## src/rtl/keypad_pkg.sv

```systemverilog
// keypad_pkg
//   Shared types and constants for the 4x4 keypad key controller.
//   - keyState_e      : controller sequencing states
//   - KEYMAP          : [row][col] -> hex key code lookup
//   - onehot4_to_idx  : converts a one-hot 4-bit row/column select to a 2-bit index
package keypad_pkg;

  typedef enum logic [2:0] {
    IDLE,
    DEBOUNCE,
    ACCEPT,
    HELD,
    RESUME
  } keyState_e;

  // Physical keypad layout:
  //   r0: 1 2 3 A | r1: 4 5 6 B | r2: 7 8 9 C | r3: E 0 F D
  localparam logic [3:0] KEYMAP [4][4] = '{
    '{4'h1, 4'h2, 4'h3, 4'hA},
    '{4'h4, 4'h5, 4'h6, 4'hB},
    '{4'h7, 4'h8, 4'h9, 4'hC},
    '{4'hE, 4'h0, 4'hF, 4'hD}
  };

  // The input is expected to be one-hot; the highest set bit wins if not.
  function automatic logic [1:0] onehot4_to_idx(input logic [3:0] oneHot);
    logic [1:0] idx;
    idx = 2'd0;
    for (int i = 0; i < 4; i++) begin
      if (oneHot[i]) idx = 2'(i);
    end
    return idx;
  endfunction

endpackage

```

## src/rtl/keypad_key_controller.sv

```systemverilog
// keypad_key_controller
//   Sequencer sitting behind the 4x4 row scanner. Debounces the candidate key,
//   releases the scanner's row hold with a one-cycle key_valid pulse, decodes
//   the accepted key to hex, emits one new_key pulse per physical press and
//   keeps a two-digit history for the dual 7-segment display.
// Ports
//   clk            in   system clock
//   rst_n          in   asynchronous, active-low reset
//   key_pressed_i  in   scanner reports exactly one column low
//   row_idx_i      in   [3:0] one-hot active row
//   col_idx_i      in   [3:0] one-hot pressed column (0000 = none/ghost)
//   key_valid_o    out  one-cycle pulse telling the scanner to resume
//   new_key_o      out  one-cycle pulse, key accepted (code/digits valid now)
//   key_code_o     out  [3:0] hex code of last accepted key
//   digit_lo_o     out  [3:0] most recent key code
//   digit_hi_o     out  [3:0] previous key code
//   busy_o         out  high whenever the controller is not idle
module keypad_key_controller
  import keypad_pkg::*;
#(
  parameter int DEBOUNCE_CYCLES = 60000,
  parameter int RELEASE_CYCLES  = 60000,
  parameter int GUARD_CYCLES    = 3
) (
  input  logic       clk,
  input  logic       rst_n,
  input  logic       key_pressed_i,
  input  logic [3:0] row_idx_i,
  input  logic [3:0] col_idx_i,
  output logic       key_valid_o,
  output logic       new_key_o,
  output logic [3:0] key_code_o,
  output logic [3:0] digit_lo_o,
  output logic [3:0] digit_hi_o,
  output logic       busy_o
);

  // One counter serves debounce, release and guard timing, so it is sized
  // for the longest of the three intervals.
  localparam int LongDbRel = (DEBOUNCE_CYCLES > RELEASE_CYCLES) ? DEBOUNCE_CYCLES : RELEASE_CYCLES;
  localparam int LongCnt   = (LongDbRel > GUARD_CYCLES) ? LongDbRel : GUARD_CYCLES;
  localparam int CntW      = $clog2(LongCnt + 1);

  localparam logic [CntW-1:0] DebLast   = CntW'(DEBOUNCE_CYCLES - 1);
  localparam logic [CntW-1:0] RelLast   = CntW'(RELEASE_CYCLES - 1);
  localparam logic [CntW-1:0] GuardLast = CntW'(GUARD_CYCLES - 1);

  keyState_e       state_q;
  logic [CntW-1:0] cnt_q;
  logic [3:0]      candRow_q;
  logic [3:0]      candCol_q;
  logic [3:0]      keyCode_q;
  logic [3:0]      digitLo_q;
  logic [3:0]      digitHi_q;

  logic       qualify;
  logic       match;
  logic [3:0] candCode;

  // A key is only believable when the scanner sees exactly one row and one
  // column; anything else (ghosting, multi-key) is treated as no key.
  always_comb begin
    qualify  = key_pressed_i & $onehot(row_idx_i) & $onehot(col_idx_i);
    match    = qualify && (row_idx_i == candRow_q) && (col_idx_i == candCol_q);
    candCode = KEYMAP[onehot4_to_idx(candRow_q)][onehot4_to_idx(candCol_q)];
  end

  // Main sequencer. The counter never wraps: every state that increments it
  // leaves (or clears it) on reaching its terminal count. Every path into
  // RESUME clears the counter so the first RESUME cycle is identifiable.
  always_ff @(posedge clk or negedge rst_n) begin
    if (!rst_n) begin
      state_q   <= IDLE;
      cnt_q     <= '0;
      candRow_q <= '0;
      candCol_q <= '0;
      keyCode_q <= '0;
      digitLo_q <= '0;
      digitHi_q <= '0;
    end else begin
      case (state_q)
        IDLE: begin
          if (qualify) begin
            candRow_q <= row_idx_i;
            candCol_q <= col_idx_i;
            cnt_q     <= '0;
            state_q   <= DEBOUNCE;
          end
        end
        DEBOUNCE: begin
          if (match) begin
            if (cnt_q == DebLast) begin
              keyCode_q <= candCode;
              digitLo_q <= candCode;
              digitHi_q <= digitLo_q;
              cnt_q     <= '0;
              state_q   <= ACCEPT;
            end else begin
              cnt_q <= cnt_q + CntW'(1);
            end
          end else begin
            // Aborted press still has to release the scanner's row hold.
            cnt_q   <= '0;
            state_q <= RESUME;
          end
        end
        ACCEPT: begin
          cnt_q   <= '0;
          state_q <= HELD;
        end
        HELD: begin
          // A re-press glitch restarts the release count; new_key is never
          // re-issued from here, which is what suppresses auto-repeat.
          if (key_pressed_i) begin
            cnt_q <= '0;
          end else if (cnt_q == RelLast) begin
            cnt_q   <= '0;
            state_q <= RESUME;
          end else begin
            cnt_q <= cnt_q + CntW'(1);
          end
        end
        RESUME: begin
          // Guard window covers the scanner advancing and its column
          // synchroniser settling; key_pressed is not looked at here.
          if (cnt_q == GuardLast) begin
            cnt_q   <= '0;
            state_q <= IDLE;
          end else begin
            cnt_q <= cnt_q + CntW'(1);
          end
        end
        default: begin
          cnt_q   <= '0;
          state_q <= IDLE;
        end
      endcase
    end
  end

  // Pulses and busy come purely from registered state, so they cannot glitch
  // on input activity. key_valid marks only the first RESUME cycle.
  always_comb begin
    new_key_o   = (state_q == ACCEPT);
    key_valid_o = (state_q == RESUME) && (cnt_q == '0);
    busy_o      = (state_q != IDLE);
    key_code_o  = keyCode_q;
    digit_lo_o  = digitLo_q;
    digit_hi_o  = digitHi_q;
  end

endmodule
```

## config.mk

```make
export PLATFORM = sky130hd
export DESIGN_NAME = keypad_key_controller
export DESIGN_NICKNAME = d
export VERILOG_FILES = /design/src/rtl/keypad_pkg.sv /design/src/rtl/keypad_key_controller.sv
export SDC_FILE = /design/constraint.sdc
export NUM_CORES = 1
export LEC_CHECK = 0
export BUFFER_PORTS_ARGS = -buffer_cell sky130_fd_sc_hd__buf_2
export CAP_MARGIN = 10
export CORE_ASPECT_RATIO = 0.9
export CORE_MARGIN = 2
export CORE_UTILIZATION = 52
export DETAILED_ROUTE_END_ITERATION = 7
export PLACE_DENSITY = 0.79
export SKIP_LAST_GASP = 1
export SLEW_MARGIN = 0
export SYNTH_ARGS = -nofsm -noshare
export SYNTH_HDL_FRONTEND = slang
export SYNTH_SLANG_ARGS = --single-unit
```

## constraint.sdc

```tcl
create_clock -name clk -period 2.05 [get_ports clk]
set_input_delay 0.41 -clock clk [delete_from_list [all_inputs] [get_ports clk]]
set_output_delay 0.41 -clock clk [all_outputs]
set_load 0.02 [all_outputs]
```

# Word-level counts from Yosys, hierarchy flattened
# Cells that the tools add are included.
[op_classes]
n_addsub = 7
mul = 0
div_mod_pow = 0
magnitude_cmp = 2
eq_ne = 15
n_shift = 0
mux = 25
bitwise_logic = 4
reduce_logical = 9
[ops]
columns = ["op", "n"]
rows = [
  ["$mux W16", 7],
  ["$pmux W16 S4", 1],
  ["$bmux W16 S2", 1],
  ["$mux W3", 6],
  ["$add A16 B1 Y16 const B", 1],
  ["$eq A16 B16 Y1 const B", 1],
  ["$eq A16 B2 Y1 const B", 1],
  ["$logic_not A16 Y1", 1],
  ["$pmux W3 S5", 1],
  ["$eq A3 B1 Y1 const B", 3],
  ["$add A1 B1 Y2", 4],
  ["$bmux W4 S2", 1],
  ["$eq A4 B4 Y1", 2],
  ["$mux W2", 4],
  ["$mux W4", 2],
  ["$ne A2 B2 Y1 const B", 4],
  ["$add A2 B2 Y3", 2],
  ["$eq A3 B2 Y1 const B", 2],
  ["$ge A3 B3 Y1 const B", 2],
  ["$not A2 Y3", 2],
  ["$reduce_and A5 Y1", 1],
  ["$eq A3 B3 Y1 const B", 1],
  ["$logic_and A1 B1 Y1", 3],
  ["$logic_not A3 Y1", 1],
  ["other kinds (6)", 8],
]
[word_totals]
register_bits = 35
latch_bits = 0
ram_bits = 0
romBits = 0
input_bits = 11
out_inout_bits = 15
elab_cells = 68
n_memories = 0

# Depth between registers and ports, before layout
[logic_depth]
ltp_word = 10
mapped_depth = 13
mapped_depth_nobuf = 11

# Worst setup path before layout
# OpenSTA, ideal clock, no wires.
[synth_timing]
kind = "input -> register"
from = "input col_idx_i[0]"
to = "register cnt_q[13]"
setup_time_ps = 72
arrival_time_ps = 3027
required_ps = 1978
slack_ps = -1049
stages = 13
n_path_buf = 2
path_cell_list = "inv_1 -> fa_1 -> inv_1 -> ha_1 -> ha_1 -> and4bb_2 -> nand3_1 -> or4_1 -> o211ai_2 -> buf_6 -> buf_4 -> nor2_1 -> nor2_1"
[synth_between]
elab_chain_len = 8
elab_cells_between_ends = 10
classes_between = "add/sub (2); eq/ne (3); mux (2); bitwise (1); reduce/logical (2)"
[synth_lines]
columns = ["element", "line_no", "text"]
rows = [
  ["start, declared", "keypad_key_controller.sv:29", "input logic [3:0] col_idx_i,"],
  ["$add A1 B1 Y2 (not written as such)", "keypad_key_controller.sv:63", "qualify = key_pressed_i & $onehot(row_idx_i) & $onehot(col_idx_i);"],
  ["$add A2 B2 Y3 (not written as such)", "keypad_key_controller.sv:63", ""],
  ["$eq A3 B1 Y1", "keypad_key_controller.sv:63", ""],
  ["$and A1 B1 Y1", "keypad_key_controller.sv:63", ""],
  ["$logic_and A1 B1 Y1 (2 in series)", "keypad_key_controller.sv:64", "match = qualify && (row_idx_i == candRow_q) && (col_idx_i == candCol_q);"],
  ["$mux W16", "keypad_key_controller.sv:91", "if (match) begin"],
  ["$pmux W16 S4", "keypad_key_controller.sv:81", "case (state_q)"],
  ["end signal, assigned", "keypad_key_controller.sv:99", "cnt_q <= cnt_q + CntW'(1);"],
  ["end signal, assigned", "keypad_key_controller.sv:120", "cnt_q <= cnt_q + CntW'(1);"],
  ["end signal, assigned", "keypad_key_controller.sv:130", "cnt_q <= cnt_q + CntW'(1);"],
  ["end, declared", "keypad_key_controller.sv:49", "logic [CntW-1:0] cnt_q;"],
]
# Several ways; a longest one is shown, not always the timed one.
# A chain may end at the register's enable or synchronous reset.

# Worst setup path in the final report
[layout_timing]
from = "input col_idx_i[3]"
to = "register cnt_q[6]"
# The elaborated chain is that of the path after synthesis.

==> run metrics <==
peak supply drop=around 570 uV; Iteration-0 DRC Markers=240; layout cell share with drive strength beyond 1=43.61%; Total GRT Usage=between 20% and 30%; # setup viols final=36; met1 GRT Util=around a third; RSZ-0062 raised after global routing=yes; Max-cap violations=0; Mapped Nets=~260; fill count=roughly 230; drt pass-1 iters=4; HP Class=primary input to asynchronous set/reset pin; drt wl/cell=17.75 um; CTS H-tree depth=2; pre-CTS setup slack=-1.070 ns; Tcrit/Tclk final=133.8%; number of flops mapped to enable cells by yosys=0; largest area contributor in the netlist=dfrtp_1; Slew @ Worst Pin=roughly 0.8 ns; Sw Ratio=around 31%; IO Count=26; core area=4074 um2; Distinct cells, synth=between 40 and 50; PortBufs=25; gpl congestion=0.8537; Clk network pwr share=around a third; register area share after synthesis=between 30% and 40%; Power Density=612.9 nW/um2; Tmin final=roughly 2.7 ns; Synth top area share=slightly below 40%; worst path arrival time=~3.0 ns; clock latency at the later pin of the worst-skew pair=between 0.2 and 0.3 ns; Psw=about 0.60 mW; Max Slew Vio Count=0; Reg power frac=approximately two fifths; die height=between 60 and 70 um; vias in the first global route=just over 2k; CP endpoint kind=flip-flop; Site Rows=22; warnings from Yosys=0; DRC violation count after routing=0; Num CTS Buffers=5; grt met3 use=5.335%; CTS Sinks=35; GRT busiest layer=met2; Post-Syn Area=2213 um2; initial antenna violation count=0; Final #Nets=340; Slew HR=45.53%; area share of xor/xnor cells in the synthesized design=5.144%; run status=finished, violations left; clk_skew=around 0.0075 ns; reg-to-reg slack, setup=-0.33 ns; Async S/R FF share, synth=100.0%; required time worst endpoint=approximately 2.3 ns; Post-synth top flop=dfrtp_1; largest family of logic cells by synthesized area=simple AND/OR/NAND/NOR gates; fmax=between 0.3 and 0.4 GHz; hold slack=0.2130 ns; top post-synthesis cells by area=dfrtp_1, xnor2_1, o21ai_0, ha_1, nand2_1; crit path setup slack, layout=-0.6923 ns; Finished Core Util=between 70 and 80%; Pleak=approximately 1.5 nW; mux contribution to synthesized area=between 4 and 5%; Post-Synth Simple-Gate Area=22.39%; HPWL Detailed=~3800 um; Root Driver=clkbuf_8; Synth Area in Adders=5.766%; Crit Path Max Fanout=18; DIE AREA=~4800 um2; largest net degree at the start of global routing=36; DRT antenna net count=0; Mean Syn Cell Area=9.146 um2; vias post-DR=about 2.2k; final WL=between 6000 and 7000 um; type of origin of the critical path=primary input; Hold Fails Final Rpt=0; CP Class=primary input to flip-flop; Remaining Overflow, GRT=0; compound-gate portion of the synthesized area=15.43%; first-pass GRT wire length=a little under 10000 um; commonest non-fill, non-tap cell in the layout=buf_4; number of synthesized register bits=35; most frequent cells in the layout=buf_4, dfrtp_1, buf_2; P_int=1.358 mW; Max clock buf depth=2; ANT cells=0; TritonCTS clock tree=yes; TNS Setup=-18.93 ns; Layout area overhead=44.21%; failing checks=negative setup slack; met2 usage=approximately 45%; Initial Util=a little over half; Clock Pin Slew Worst Setup and Hold Paths=0.07 ns; DIE WIDTH=72.77 um; Comb pwr share=between 20% and 30%; Via-to-Cell Ratio=5.965; Synth Instances=242
## cell families after synthesis
family,Yosys count
simple gates,93
compound gates,53
flops,35
buf+inv,31
xor+xnor,13
fa+ha+maj,9
mux,8
## repair_timing
item / in CTS / in global routing
hold buffers: 0 / 0
buffers inserted: 3 / 5
endpoints found under the setup margin: 36 / 36
gates cloned: 1 / 0
pin swaps: 10 / 8
resized for setup: 28 / 30
## Yosys cell counts (2+ instances only)
cell type,instances
o21ai_0,18
nand3b_1,4
a31oi_1,4
nand4_1,5
mux2_2,3
o32ai_1,2
nor2b_1,2
xnor2_1,12
nor4_1,5
nor3b_1,2
or4_1,5
buf_4,5
buf_6,2
mux2_4,5
ha_1,7
clkbuf_1,7
nor2_1,14
a21oi_1,11
a22o_1,6
nand3_1,14
o31ai_1,2
nor3_1,7
and3_1,2
fa_1,2
nand2b_1,4
dfrtp_1,35
a21o_1,3
nand2_1,22
inv_1,17
or3_1,2
## metrics by stage
step | instance area [um2] | total power, mW | instances
global route | 3192 | 2.040 | 369
floorplan | 2282 | 1.050 | 242
detailed placement | 2789 | 1.259 | 354
global placement | 2789 | 1.241 | 354
finish | 3192 | 1.956 | 369
CTS | 3052 | 1.900 | 366
## power by group through the flow
stage	Sequential (mW)	Combinational, mW	Clock, mW
3_5_place_dp	0.824	0.435	0
6_report	0.816	0.509	0.632
4_1_cts	0.812	0.453	0.635
2_1_floorplan	0.842	0.208	0
3_3_place_gp	0.822	0.419	0
5_1_grt	0.823	0.552	0.664
## metal layers
layer  up-vias  share of wire (%)
met3        19                7.0
li1       1023                  -
met1      1052                 41
met5         -                  0
met2       107                 49
met4         0                2.4
## state kept, by name, summed over array words and instances, names as in the netlist
register    flops
digit_hi_o      4
candRow_q       4
state_q         3
digit_lo_o      4
cnt_q          16
candCol_q       4
## critical path, cell delays in order
cell and delay (ns):
buf_8 0.09, inv_8 0.03, fa_1 0.52, inv_1 0.05, ha_2 0.18, ha_4 0.20
and4bb_2 0.33, nand3_4 0.07, or4_1 0.42, o211ai_2 0.21, buf_12 0.17, o21ai_0 0.11
a31oi_1 0.16
## final timing paths
kind                       depth (start not counted)     startpoint            end
setup reg to reg                                   7       cnt_q[5]      cnt_q[10]
setup / recovery                                  13   col_idx_i[3]       cnt_q[6]
max in group asynchronous                          1          rst_n       cnt_q[7]
hold / removal                                     1          rst_n   candRow_q[0]
hold reg to reg                                    1  digit_hi_o[3]  digit_hi_o[3]
min in group clk                                   3   col_idx_i[1]   candCol_q[1]
## final cells by class
class                   instances  area, um2  area share [%]
flip-flops and latches         35      875.8           27.44
well taps                      48      60.06           1.882
multi-input cells             176       1420           44.49
clock inverters                 3      43.79           1.372
clock buffers                   5      68.82           2.156
repair buffers                 85      651.9           20.42
inverters                      17      71.32           2.234
(Power assumes the default switching activity.)
